## src/rtl/mcdf_arbiter_if.sv

```systemverilog
// MCDF arbiter channel and formatter bus.
// Master drives channels/config, slave is the arbiter.
interface mcdf_arbiter_if;
  logic        ch0_req;
  logic        ch1_req;
  logic        ch2_req;
  logic [31:0] ch0_data;
  logic [31:0] ch1_data;
  logic [31:0] ch2_data;
  logic        ch0_ack;
  logic        ch1_ack;
  logic        ch2_ack;
  logic [1:0]  cfg_prio0;
  logic [1:0]  cfg_prio1;
  logic [1:0]  cfg_prio2;
  logic [1:0]  cfg_len;
  logic        fmt_rdy;
  logic        fmt_val;
  logic [31:0] fmt_data;
  logic [1:0]  fmt_id;
  logic        fmt_sop;
  logic        fmt_eop;

  modport master (
    output ch0_req, ch1_req, ch2_req,
    output ch0_data, ch1_data, ch2_data,
    input  ch0_ack, ch1_ack, ch2_ack,
    output cfg_prio0, cfg_prio1, cfg_prio2,
    output cfg_len, fmt_rdy,
    input  fmt_val, fmt_data, fmt_id,
    input  fmt_sop, fmt_eop
  );

  modport slave (
    input  ch0_req, ch1_req, ch2_req,
    input  ch0_data, ch1_data, ch2_data,
    output ch0_ack, ch1_ack, ch2_ack,
    input  cfg_prio0, cfg_prio1, cfg_prio2,
    input  cfg_len, fmt_rdy,
    output fmt_val, fmt_data, fmt_id,
    output fmt_sop, fmt_eop
  );
endinterface

```

## src/rtl/mcdf_arbiter.sv

```systemverilog
// MCDF 3-channel packet arbiter.
// Priority select, round-robin ties, fixed-length packets.
module mcdf_arbiter (
  input  logic           clk,
  input  logic           rst,
  mcdf_arbiter_if.slave  bus
);

  localparam logic [0:0] IDLE = 1'b0;
  localparam logic [0:0] XFER = 1'b1;

  logic [0:0] state_q;
  logic [1:0] grant_q;
  logic [1:0] last_q;
  logic [1:0] len_q;
  logic [5:0] cnt_q;

  logic [2:0]      req_v;
  logic [2:0][1:0] prio_v;
  logic [1:0]      min_p;
  logic [1:0]      win;
  logic [1:0]      cand;
  logic            found;
  logic            g_req;
  logic            val;
  logic            beat;
  logic [5:0]      last_beat;

  assign req_v  = {bus.ch2_req, bus.ch1_req, bus.ch0_req};
  assign prio_v = {bus.cfg_prio2, bus.cfg_prio1,
                   bus.cfg_prio0};

  function automatic logic [1:0] nxt(
    input logic [1:0] c
  );
    return (c == 2'd2) ? 2'd0 : c + 2'd1;
  endfunction

  // lowest priority value wins; ties go to the first
  // matching requester after the last granted channel
  always_comb begin
    min_p = 2'd3;
    for (int i = 0; i < 3; i++) begin
      if (req_v[i] && (prio_v[i] < min_p))
        min_p = prio_v[i];
    end
    win   = 2'd0;
    found = 1'b0;
    cand  = nxt(last_q);
    for (int k = 0; k < 3; k++) begin
      if (!found && req_v[cand] &&
          (prio_v[cand] == min_p)) begin
        win   = cand;
        found = 1'b1;
      end
      cand = nxt(cand);
    end
  end

  // datapath view of the granted channel
  always_comb begin
    g_req        = 1'b0;
    bus.fmt_data = 32'd0;
    case (grant_q)
      2'd0: begin
        g_req        = bus.ch0_req;
        bus.fmt_data = bus.ch0_data;
      end
      2'd1: begin
        g_req        = bus.ch1_req;
        bus.fmt_data = bus.ch1_data;
      end
      default: begin
        g_req        = bus.ch2_req;
        bus.fmt_data = bus.ch2_data;
      end
    endcase
  end

  assign last_beat = (6'd4 << len_q) - 6'd1;
  assign val       = (state_q == XFER) && g_req;
  assign beat      = val && bus.fmt_rdy;

  assign bus.fmt_val = val;
  assign bus.fmt_id  = grant_q;
  assign bus.fmt_sop = val && (cnt_q == 6'd0);
  assign bus.fmt_eop = val && (cnt_q == last_beat);
  assign bus.ch0_ack = beat && (grant_q == 2'd0);
  assign bus.ch1_ack = beat && (grant_q == 2'd1);
  assign bus.ch2_ack = beat && (grant_q == 2'd2);

  // grant in IDLE, count beats in XFER, leave on eop
  always_ff @(posedge clk or posedge rst) begin
    if (rst) begin
      state_q <= IDLE;
      grant_q <= 2'd0;
      last_q  <= 2'd2;
      len_q   <= 2'd0;
      cnt_q   <= 6'd0;
    end else begin
      unique case (state_q)
        IDLE: begin
          if (|req_v) begin
            state_q <= XFER;
            grant_q <= win;
            last_q  <= win;
            len_q   <= bus.cfg_len;
            cnt_q   <= 6'd0;
          end
        end
        default: begin
          if (beat) begin
            if (cnt_q == last_beat) begin
              state_q <= IDLE;
              cnt_q   <= 6'd0;
            end else begin
              cnt_q <= cnt_q + 6'd1;
            end
          end
        end
      endcase
    end
  end

endmodule

```

## src/flat_wrapper.sv

```systemverilog
// flat-port wrapper written by rule: the top's interface ports become plain ports
module mcdf_arbiter_flat 
  (clk, rst, bus_ch0_req, bus_ch1_req, bus_ch2_req, bus_ch0_data, bus_ch1_data, bus_ch2_data, bus_ch0_ack, bus_ch1_ack, bus_ch2_ack, bus_cfg_prio0, bus_cfg_prio1, bus_cfg_prio2, bus_cfg_len, bus_fmt_rdy, bus_fmt_val, bus_fmt_data, bus_fmt_id, bus_fmt_sop, bus_fmt_eop);
  mcdf_arbiter_if bus_i ();
  input  logic clk;
  input  logic rst;
  input wire logic [$bits(bus_i.ch0_req)-1:0] bus_ch0_req;
  input wire logic [$bits(bus_i.ch1_req)-1:0] bus_ch1_req;
  input wire logic [$bits(bus_i.ch2_req)-1:0] bus_ch2_req;
  input wire logic [$bits(bus_i.ch0_data)-1:0] bus_ch0_data;
  input wire logic [$bits(bus_i.ch1_data)-1:0] bus_ch1_data;
  input wire logic [$bits(bus_i.ch2_data)-1:0] bus_ch2_data;
  output wire logic [$bits(bus_i.ch0_ack)-1:0] bus_ch0_ack;
  output wire logic [$bits(bus_i.ch1_ack)-1:0] bus_ch1_ack;
  output wire logic [$bits(bus_i.ch2_ack)-1:0] bus_ch2_ack;
  input wire logic [$bits(bus_i.cfg_prio0)-1:0] bus_cfg_prio0;
  input wire logic [$bits(bus_i.cfg_prio1)-1:0] bus_cfg_prio1;
  input wire logic [$bits(bus_i.cfg_prio2)-1:0] bus_cfg_prio2;
  input wire logic [$bits(bus_i.cfg_len)-1:0] bus_cfg_len;
  input wire logic [$bits(bus_i.fmt_rdy)-1:0] bus_fmt_rdy;
  output wire logic [$bits(bus_i.fmt_val)-1:0] bus_fmt_val;
  output wire logic [$bits(bus_i.fmt_data)-1:0] bus_fmt_data;
  output wire logic [$bits(bus_i.fmt_id)-1:0] bus_fmt_id;
  output wire logic [$bits(bus_i.fmt_sop)-1:0] bus_fmt_sop;
  output wire logic [$bits(bus_i.fmt_eop)-1:0] bus_fmt_eop;
  assign bus_i.ch0_req = bus_ch0_req;
  assign bus_i.ch1_req = bus_ch1_req;
  assign bus_i.ch2_req = bus_ch2_req;
  assign bus_i.ch0_data = bus_ch0_data;
  assign bus_i.ch1_data = bus_ch1_data;
  assign bus_i.ch2_data = bus_ch2_data;
  assign bus_ch0_ack = bus_i.ch0_ack;
  assign bus_ch1_ack = bus_i.ch1_ack;
  assign bus_ch2_ack = bus_i.ch2_ack;
  assign bus_i.cfg_prio0 = bus_cfg_prio0;
  assign bus_i.cfg_prio1 = bus_cfg_prio1;
  assign bus_i.cfg_prio2 = bus_cfg_prio2;
  assign bus_i.cfg_len = bus_cfg_len;
  assign bus_i.fmt_rdy = bus_fmt_rdy;
  assign bus_fmt_val = bus_i.fmt_val;
  assign bus_fmt_data = bus_i.fmt_data;
  assign bus_fmt_id = bus_i.fmt_id;
  assign bus_fmt_sop = bus_i.fmt_sop;
  assign bus_fmt_eop = bus_i.fmt_eop;
  mcdf_arbiter u_core (.clk(clk), .rst(rst), .bus(bus_i));
endmodule
```

## config.mk

```make
export PLATFORM = sky130hd
export DESIGN_NAME = mcdf_arbiter_flat
export DESIGN_NICKNAME = d
export VERILOG_FILES = /design/src/rtl/mcdf_arbiter_if.sv /design/src/rtl/mcdf_arbiter.sv /design/src/flat_wrapper.sv
export SDC_FILE = /design/constraint.sdc
export NUM_CORES = 1
export LEC_CHECK = 0
export ABC_CLOCK_PERIOD_IN_PS = 3150
export CAP_MARGIN = 20
export CORE_MARGIN = 3
export CORE_UTILIZATION = 34
export CTS_CLUSTER_SIZE = 8
export DETAILED_ROUTE_END_ITERATION = 16
export GPL_TIMING_DRIVEN = 0
export MAX_ROUTING_LAYER = met4
export PLACE_DENSITY = 0.8
export SETUP_SLACK_MARGIN = 0.3
export SYNTH_ARGS = -nofsm -noshare
export SYNTH_HDL_FRONTEND = slang
export SYNTH_SLANG_ARGS = --single-unit
```

## constraint.sdc

```tcl
create_clock -name clk -period 3.15 [get_ports clk]
set_clock_uncertainty 0.15 [all_clocks]
set_input_delay 0.63 -clock clk [delete_from_list [all_inputs] [get_ports clk]]
set_output_delay 0.63 -clock clk [all_outputs]
set_load 0.1 [all_outputs]
```

==> results of run 1 <==
how the worst max path moves through the flow:
stage / startpoint / to / cells past startpoint
finish: bus_ch0_req / u_core.last_q[1]$_DFFE_PP1P_ / 15
global route: bus_ch0_req / u_core.last_q[1]$_DFFE_PP1P_ / 15
CTS: bus_ch0_req / u_core.last_q[1]$_DFFE_PP1P_ / 15
detailed placement: bus_ch0_req / u_core.last_q[1]$_DFFE_PP1P_ / 15
global placement: bus_ch1_req / bus_ch0_ack / 7
floorplan: bus_ch0_req / u_core.last_q[1]$_DFFE_PP1P_ / 14
critical path, cell delays in order:
cell	delay (ps)
buf_8	90
nor2b_4	120
ha_4	150
nand2b_4	140
a21o_1	160
a22oi_2	170
inv_1	70
ha_2	180
or3b_4	390
o31ai_4	210
mux2_4	350
mux2_4	340
nand3b_4	190
o311ai_4	240
o21a_1	170
final cells by class:
cell class	count	area (µm²)	area share [%]
Inverter	9	37.5	0.885
Sequential cell	12	305	7.20
Tap cell	70	87.6	2.06
Buffer	18	118	2.77
Clock buffer	4	45.0	1.06
Multi-Input combinational cell	222	1970	46.3
Timing Repair Buffer	176	1680	39.7
layer usage:
layer  wire length (µm)  track usage, %
met4                221            6.08
met1               3120            26.9
met3                383            2.58
met2               4610            47.4
met5                  0               -
state kept, by name, indices dropped and copies added (netlist names):
signal and cells:
u_core.cnt_q 6, u_core.last_q 2, u_core.len_q 2, u_core.bus.fmt_id 1, u_core.state_q 1
cells in the mapped netlist, types with 2 or more instances:
library cell	n
nand2_1	52
o21ai_0	43
mux2i_1	40
dfrtp_1	11
clkbuf_1	10
inv_1	9
nor2_1	9
a21oi_1	8
nand2b_1	5
nand3_1	5
nor3_1	5
xnor2_1	5
buf_1	4
ha_1	4
buf_2	3
a21o_1	2
a22oi_1	2
and3_1	2
mux2_4	2
nor2b_1	2
nor3b_1	2
nor4_1	2
nor4b_1	2
o211ai_1	2
o21a_1	2
or3_1	2
through the flow:
stage | worst slack, ps | instance area [µm²]
floorplan | -463 | 2340
global placement | -1240 | 3920
detailed placement | -1300 | 3950
CTS | -576 | 4070
global route | -511 | 4240
finish | -420 | 4240
power groups by stage:
stage               logic [µW]  clock network (µW)  registers, µW
floorplan                 3060                   0            286
global route              4270                 154            259
CTS                       3980                 149            251
global placement          3910                   0            250
finish                    4100                 147            254
detailed placement        3970                   0            252
kinds of logic (layout without fill, tap and decap cells):
family                     after synthesis  after routing  synth area share, %
and+or+nand+nor                         97             97                 25.5
AOI/OAI and AO/OA                       71             71                 23.1
muxes                                   44             44                 23.9
buffers and inverters                   27            207                 5.75
DFF                                     12             12                 15.9
xor gates and xnor gates                 6              6                 3.17
adders and majority gates                4              4                 2.65
cells in the final DEF (no fill, tap or decap), types with 4 or more instances in the layout:
master,netlist,layout
a21oi_1,8,7
buf_12,0,4
buf_2,3,4
buf_4,1,44
buf_6,0,10
clkbuf_1,10,5
clkbuf_2,0,5
clkbuf_4,0,8
clkbuf_8,0,4
clkdlybuf4s50_1,0,104
dfrtp_1,11,10
inv_1,9,8
mux2i_1,40,33
mux2i_2,0,7
nand2_1,52,51
nand2b_1,5,4
nand3_1,5,5
nor2_1,9,8
nor3_1,5,4
o21ai_0,43,9
o21ai_2,0,5
o21ai_4,0,27
xnor2_1,5,5
timing repair:
item	in CTS	in global routing
pin swaps	8	11
hold buffers	0	0
resized for setup	253	43
setup endpoints to repair	45	40
cloned	0	0
buffers inserted	13	12
==> implementation parameters, run 1 <==
Parameter                              Value

Worst setup path
  Critical path arrival ... 3610 ps
  Crit-path max FO ... 4
  Register-to-Register Path Depth ... 10
  Startpoint types ... input port
  Worst EP required ... 3190 ps
  Category of the worst setup path capture point ... flip-flop
  Worst flop-to-flop path startpoint ... u_core.last_q[1]$_DFFE_PP1P_
  Setup slack on the worst flop-to-flop path ... 310 ps
  End of the worst register-to-register path ... u_core.bus.fmt_id[1]$_DFFE_PP0P_
  Kind of critical path ... input port to flip-flop

Synthesis
  Mapped cell area ... 1890 µm²
  Cell accounting for the most synthesized area ... mux2i_1
  Portion of synthesized cell area occupied by the leading cell type ... 21.2%
  Dominant cells by area after synthesis ... mux2i_1, dfrtp_1, o21ai_0
  Synthesis warning total ... 0
  Net count after synthesis ... 375
  Number of distinct library cell variants in the gate-level netlist after synthesis ... 52
  Post-Synthesis Mean Instance Area ... 7.25 µm²
  Number of instances in the synthesized netlist ... between 200 and 300
  Synth async-reset ratio ... 100%
  Flip-flop cell with the highest count after synthesis ... dfrtp_1
  Number of synthesized flops with an enable pin ... 0
  Share of synthesized area occupied by flip-flops and latches ... approximately 16%
  #FFs+latches synth ... 12

Drt
  Total wire length after detailed routing ... 8.34 mm
  Drt drc ... 0
  Average via count per standard cell ... 5.25
  Number of detailed-route iterations in the first pass ... 4
  DRC violation total after the first TritonRoute iteration ... 144
  Via count ... around 2.7k
  Wirelength per Cell ... approximately 16 µm
  DRT antenna net count ... 0

Clock tree
  Clock latency on the worst-skew pair ... around 240 ps
  Clock tree buffer depth ... 2
  Clock tree from TritonCTS ... built
  Clock Root Buffer ... clkbuf_8
  Clock-pin slew on the worst setup and hold paths ... 50 ps
  Total number of H-tree levels ... 1
  Inserted Clock Buffers ... 3
  Clock net sink count ... 12

Power
  Net switching component of the power ... 2990 µW
  Share of power burned in combinational logic ... just over 90%
  Power consumption ... roughly 4500 µW
  Fraction of power consumed by the clock network ... 3.3%
  Peak supply drop ... 0.732 mV
  Cell leakage power ... between 0.0015 and 0.002 µW
  Internal power of the cells ... 1520 µW
  Areal power density over the cells ... 1060 nW/µm²
  Switching power share of the total ... approximately two thirds
  Sequential fraction of design power ... between 5 and 6%

Final layout
  Area growth syn-to-layout ... 124%
  Final Non-Filler Cells ... 511
  Fillcell total ... 367
  Layout cell share with drive strength beyond 1 ... 35.4%
  N_diodes ... 0
  Final Core Density ... 81.0%
  Number of nets in the layout ... 556

STA
  Final Max Slew Viols ... 0
  Minimum setup slack in the final design ... -420 ps
  Worst-Margin Slew ... approximately 960 ps
  Final hold violation count ... 0
  Final-report setup violation count ... 3
  Max_slew headroom ... 35.5%
  Period minus WS final ... 3570 ps
  Share of the cycle needed by the critical path after routing ... 113%
  Post-Route Hold Slack ... ~360 ps
  Unrepaired setup endpoints after global routing ... true
  Max frequency ... between 200 and 300 MHz
  Setup TNS Final ... -1140 ps

Global routing
  Vias in the first global route ... between 2k and 3k
  Pin count of the biggest net entering global routing ... 13
  Tot GR Track Use ... between 20 and 25%
  Initial antenna violation count ... 0
  Wire length of the first global-routing pass ... ~12 mm
  Global route total overflow ... 0

Place
  Number of cells after detailed placement ... just under 500
  Total half-perimeter wirelength after legalization and detailed placement ... 6.62 mm
  Number of buffers added on ports ... 149
  Placer Congestion ... 0.887

Run status
  Violations in the final reports ... negative setup slack
  Outcome ... finished with violations

Job
  MaxCap Viol Count ... 0

Floorplan
  Horizontal die dimension ... roughly 81 µm
  Area of the core region ... 5240 µm²
  Number of I/O pins ... 150
  Y dimension of the die ... between 80 and 90 µm
  Std cell rows ... 26
  Starting density of the core ... 36.1%
  Die area ... around 6500 µm²

Hold path
  Startpoint of the worst hold path ... u_core.cnt_q[1]$_DFFE_PP0P_
  Min-delay worst type ... flip-flop to flip-flop
  Worst hold path depth ... 2
  End of the worst hold path ... u_core.cnt_q[1]$_DFFE_PP0P_
No activity file was read; power rests on OpenSTA's default activity.
==> run 2, diff against run 1 <==
--- a/config.mk
+++ b/config.mk
@@ -8,12 +8,13 @@
 export ABC_CLOCK_PERIOD_IN_PS = 3150
 export CAP_MARGIN = 20
 export CORE_MARGIN = 3
-export CORE_UTILIZATION = 34
+export CORE_UTILIZATION = 40
 export CTS_CLUSTER_SIZE = 8
 export DETAILED_ROUTE_END_ITERATION = 16
+export DONT_BUFFER_PORTS = 1
 export GPL_TIMING_DRIVEN = 0
 export MAX_ROUTING_LAYER = met4
-export PLACE_DENSITY = 0.8
+export PLACE_DENSITY = 0.52
 export SETUP_SLACK_MARGIN = 0.3
 export SYNTH_ARGS = -nofsm -noshare
 export SYNTH_HDL_FRONTEND = slang
==> run 2 against run 1 <==
  * The run still ends with negative setup slack left
  * Worst setup slack worse by 6.3 ps
  * First-iteration DRC count down 44%
  * Final cell count down 34%
  * Hold slack lost 230 ps
  * Count of clock-buffer cells in the layout unchanged
  * Design area down 31%
  * Global-route usage is 4.4 points lower
==> implementation parameters, run 2 (synthesized netlist as in run 1, its figures left out) <==
Parameter                              Value

Final layout
  Top Registers ... u_core.cnt_q: 6 flops, u_core.last_q: 2 flops, u_core.len_q: 2 flops (unchanged)
  Flip-flop count of the largest register after layout ... 6 (unchanged)
  Most frequent cells in the layout ... nand2_1, mux2i_1, o21ai_4 (was clkdlybuf4s50_1, nand2_1, buf_4)
  Number of nets in the layout ... 401 (was 556)
  Area taken by flip-flops and latches ... 307 µm² (was 305 µm²)
  Layout cell share with drive strength beyond 1 ... 38.1% (was 35.4%)
  Top register by number of flip-flops ... u_core.cnt_q (unchanged)
  Final Cell Area ... 2920 µm² (was 4240 µm²)
  Commonest non-fill, non-tap cell in the layout ... nand2_1 (was clkdlybuf4s50_1)
  Fillcell total ... 395 (was 367)
  N_diodes ... 0 (unchanged)
  Area taken by multi-input logic gates ... 2010 µm² (was 1970 µm²)
  Area growth syn-to-layout ... 54.2% (was 124%)

Drt
  Average via count per standard cell ... 6.09 (was 5.25)
  Via count ... 2057 (was 2681)
  Total wire length after detailed routing ... 6.13 mm (was 8.34 mm)
  Wirelength per Cell ... 18.1 µm (was 16.3 µm)
  Detailed-route wire length on metal 1 ... 2.51 mm (was 3.12 mm)
  Highest metal used ... met4 (unchanged)
  Number of detailed-route iterations in the first pass ... 4 (unchanged)
  DRT antenna net count ... 0 (unchanged)
  Length of routed met3 wiring ... 481 µm (was 383 µm)
  Drt drc ... 0 (unchanged)
  DRC violation total after the first TritonRoute iteration ... 81 (was 144)
  Routed wl met2 ... 3.09 mm (was 4.61 mm)

STA
  Final-report setup violation count ... 6 (was 3)
  Worst-Margin Slew ... 1060 ps (was 964 ps)
  Share of the cycle needed by the critical path after routing ... 114% (was 113%)
  Period minus WS final ... 3580 ps (was 3570 ps)
  Unrepaired setup endpoints after global routing ... true (unchanged)
  Max_slew headroom ... 29.0% (was 35.5%)
  Max frequency ... 280 MHz (about the same)
  Final hold violation count ... 0 (unchanged)
  Minimum setup slack in the final design ... -426 ps (was -420 ps)
  Final Max Slew Viols ... 0 (unchanged)

Clock tree
  Clock net sink count ... 12 (unchanged)
  Clock Root Buffer ... clkbuf_8 (unchanged)
  Clock tree buffer depth ... 2 (unchanged)
  Hold Buf Count CTS ... 0 (unchanged)
  Total number of H-tree levels ... 1 (unchanged)
  Inserted Clock Buffers ... 3 (unchanged)
  Clock tree from TritonCTS ... built (unchanged)
  Clock-pin slew on the worst setup and hold paths ... 50 ps (about the same)
  Clock latency on the worst-skew pair ... 240 ps (about the same)

Run status
  Outcome ... finished with violations (unchanged)
  Violations in the final reports ... negative setup slack (unchanged)

Worst setup path
  Crit-path max FO ... 5 (was 4)
  Largest stage delay on the critical path ... 890 ps (was 390 ps)
  Startpoint types ... flip-flop (was input port)
  Critical path arrival ... 2800 ps (was 3610 ps)
  Cell-by-cell trace of the critical path ... buf_8 -> nand2b_1 -> o211ai_1 -> clkinvlp_4 -> nand2_4 -> nor3b_4 (was buf_8 -> nor2b_4 -> ha_4 -> nand2b_4 -> a21o_1 -> a22oi_2 -> inv_1 -> ha_2 -> or3b_4 -> o31ai_4 -> mux2_4 -> mux2_4 -> nand3b_4 -> o311ai_4 -> o21a_1)
  CP max-delay cell ... nor3b_4 (was or3b_4)
  Category of the worst setup path capture point ... output port (was flip-flop)
  Worst EP required ... 2370 ps (was 3190 ps)
  Kind of critical path ... flip-flop to output port (was input port to flip-flop)

Global routing
  Pin count of the biggest net entering global routing ... 13 (unchanged)
  Tot GR Track Use ... 20.3% (was 24.7%)
  Vias in the first global route ... 1848 (was 2681)
  Initial antenna violation count ... 0 (unchanged)
  Global route total overflow ... 0 (unchanged)
  Wire length of the first global-routing pass ... 8.71 mm (was 12.4 mm)

Floorplan
  Area of the core region ... 4470 µm² (was 5240 µm²)
  Y dimension of the die ... 74.8 µm (was 80.6 µm)
  Horizontal die dimension ... 74.8 µm (was 80.6 µm)
  Die area ... 5590 µm² (was 6500 µm²)
  Std cell rows ... 24 (was 26)
  Starting density of the core ... 42.3% (was 36.1%)
  Number of I/O pins ... 150 (unchanged)

Hold path
  Min-delay worst type ... input port to async pin (was flip-flop to flip-flop)

Place
  Placer Congestion ... 0.777 (was 0.887)
  Area of placed instances ... 2450 µm² (was 3950 µm²)
  Number of buffers added on ports ... 0 (was 149)
  Total half-perimeter wirelength after legalization and detailed placement ... 4.84 mm (was 6.62 mm)

Job
  MaxCap Viol Count ... 0 (unchanged)
[run 2: final cells by class]
class                           count  share of cell area (%)
Tap cell                           52                    2.23
Multi-Input combinational cell    222                    69.0
Sequential cell                    12                    10.5
Clock buffer                        4                    1.89
Buffer                             18                    7.29
Inverter                            9                    1.29
Timing Repair Buffer               21                    7.76
[run 2: stage by stage]
stage | hold WS (ps) | util (%) | worst slack [ps] | cells | setup TNS (ps)
after detailed placement | 367 | 54.8 | -676 | 316 | -2750
final | 135 | 65.2 | -426 | 338 | -1790
after global routing | 174 | 65.2 | -493 | 338 | -2350
after global placement | 358 | 53.7 | -660 | 313 | -2790
after CTS | 154 | 63.2 | -467 | 334 | -2020
after floorplan | 325 | - | -463 | 261 | -1640
[run 2: final timing paths]
kind                            slack [ps]                               end  cells past startpoint                             start
worst max-delay path                  -430                       bus_ch2_ack                      6  u_core.bus.fmt_id[1]$_DFFE_PP0P_
worst min-delay path                   130       u_core.len_q[1]$_DFFE_PP0P_                      1                               rst
worst max register to register         350       u_core.cnt_q[5]$_DFFE_PP0P_                      8      u_core.last_q[0]$_DFFE_PP0P_
worst min register to register         370       u_core.cnt_q[1]$_DFFE_PP0P_                      2       u_core.cnt_q[1]$_DFFE_PP0P_
max in group asynchronous             2360  u_core.bus.fmt_id[1]$_DFFE_PP0P_                      1                               rst
min in group clk                       340       u_core.len_q[1]$_DFFE_PP0P_                      2                    bus_cfg_len[1]
[run 2: routing by layer]
layer,vias to the layer above,GRT usage [%]
li1,988,-
met1,946,27.5
met2,113,32.7
met3,10,3.20
met4,0,3.16
met5,-,-
[run 2: critical path, delay by kind of cell (launching register included)]
kind            cells  cell delay [ps]
compound gates      1              170
buf+inv             2              660
flops               1              620
simple gates        3             1100
[run 2: timing repair]
item                                    CTS  global route
gates resized for setup                  49            13
pin swaps                                24            16
endpoints found under the setup margin   47            36
setup buffers                            14             4
Power of run 2 is left out: the tool's default activity adds up to more than one toggle a clock period on the data nets, which glitch-free logic cannot reach.
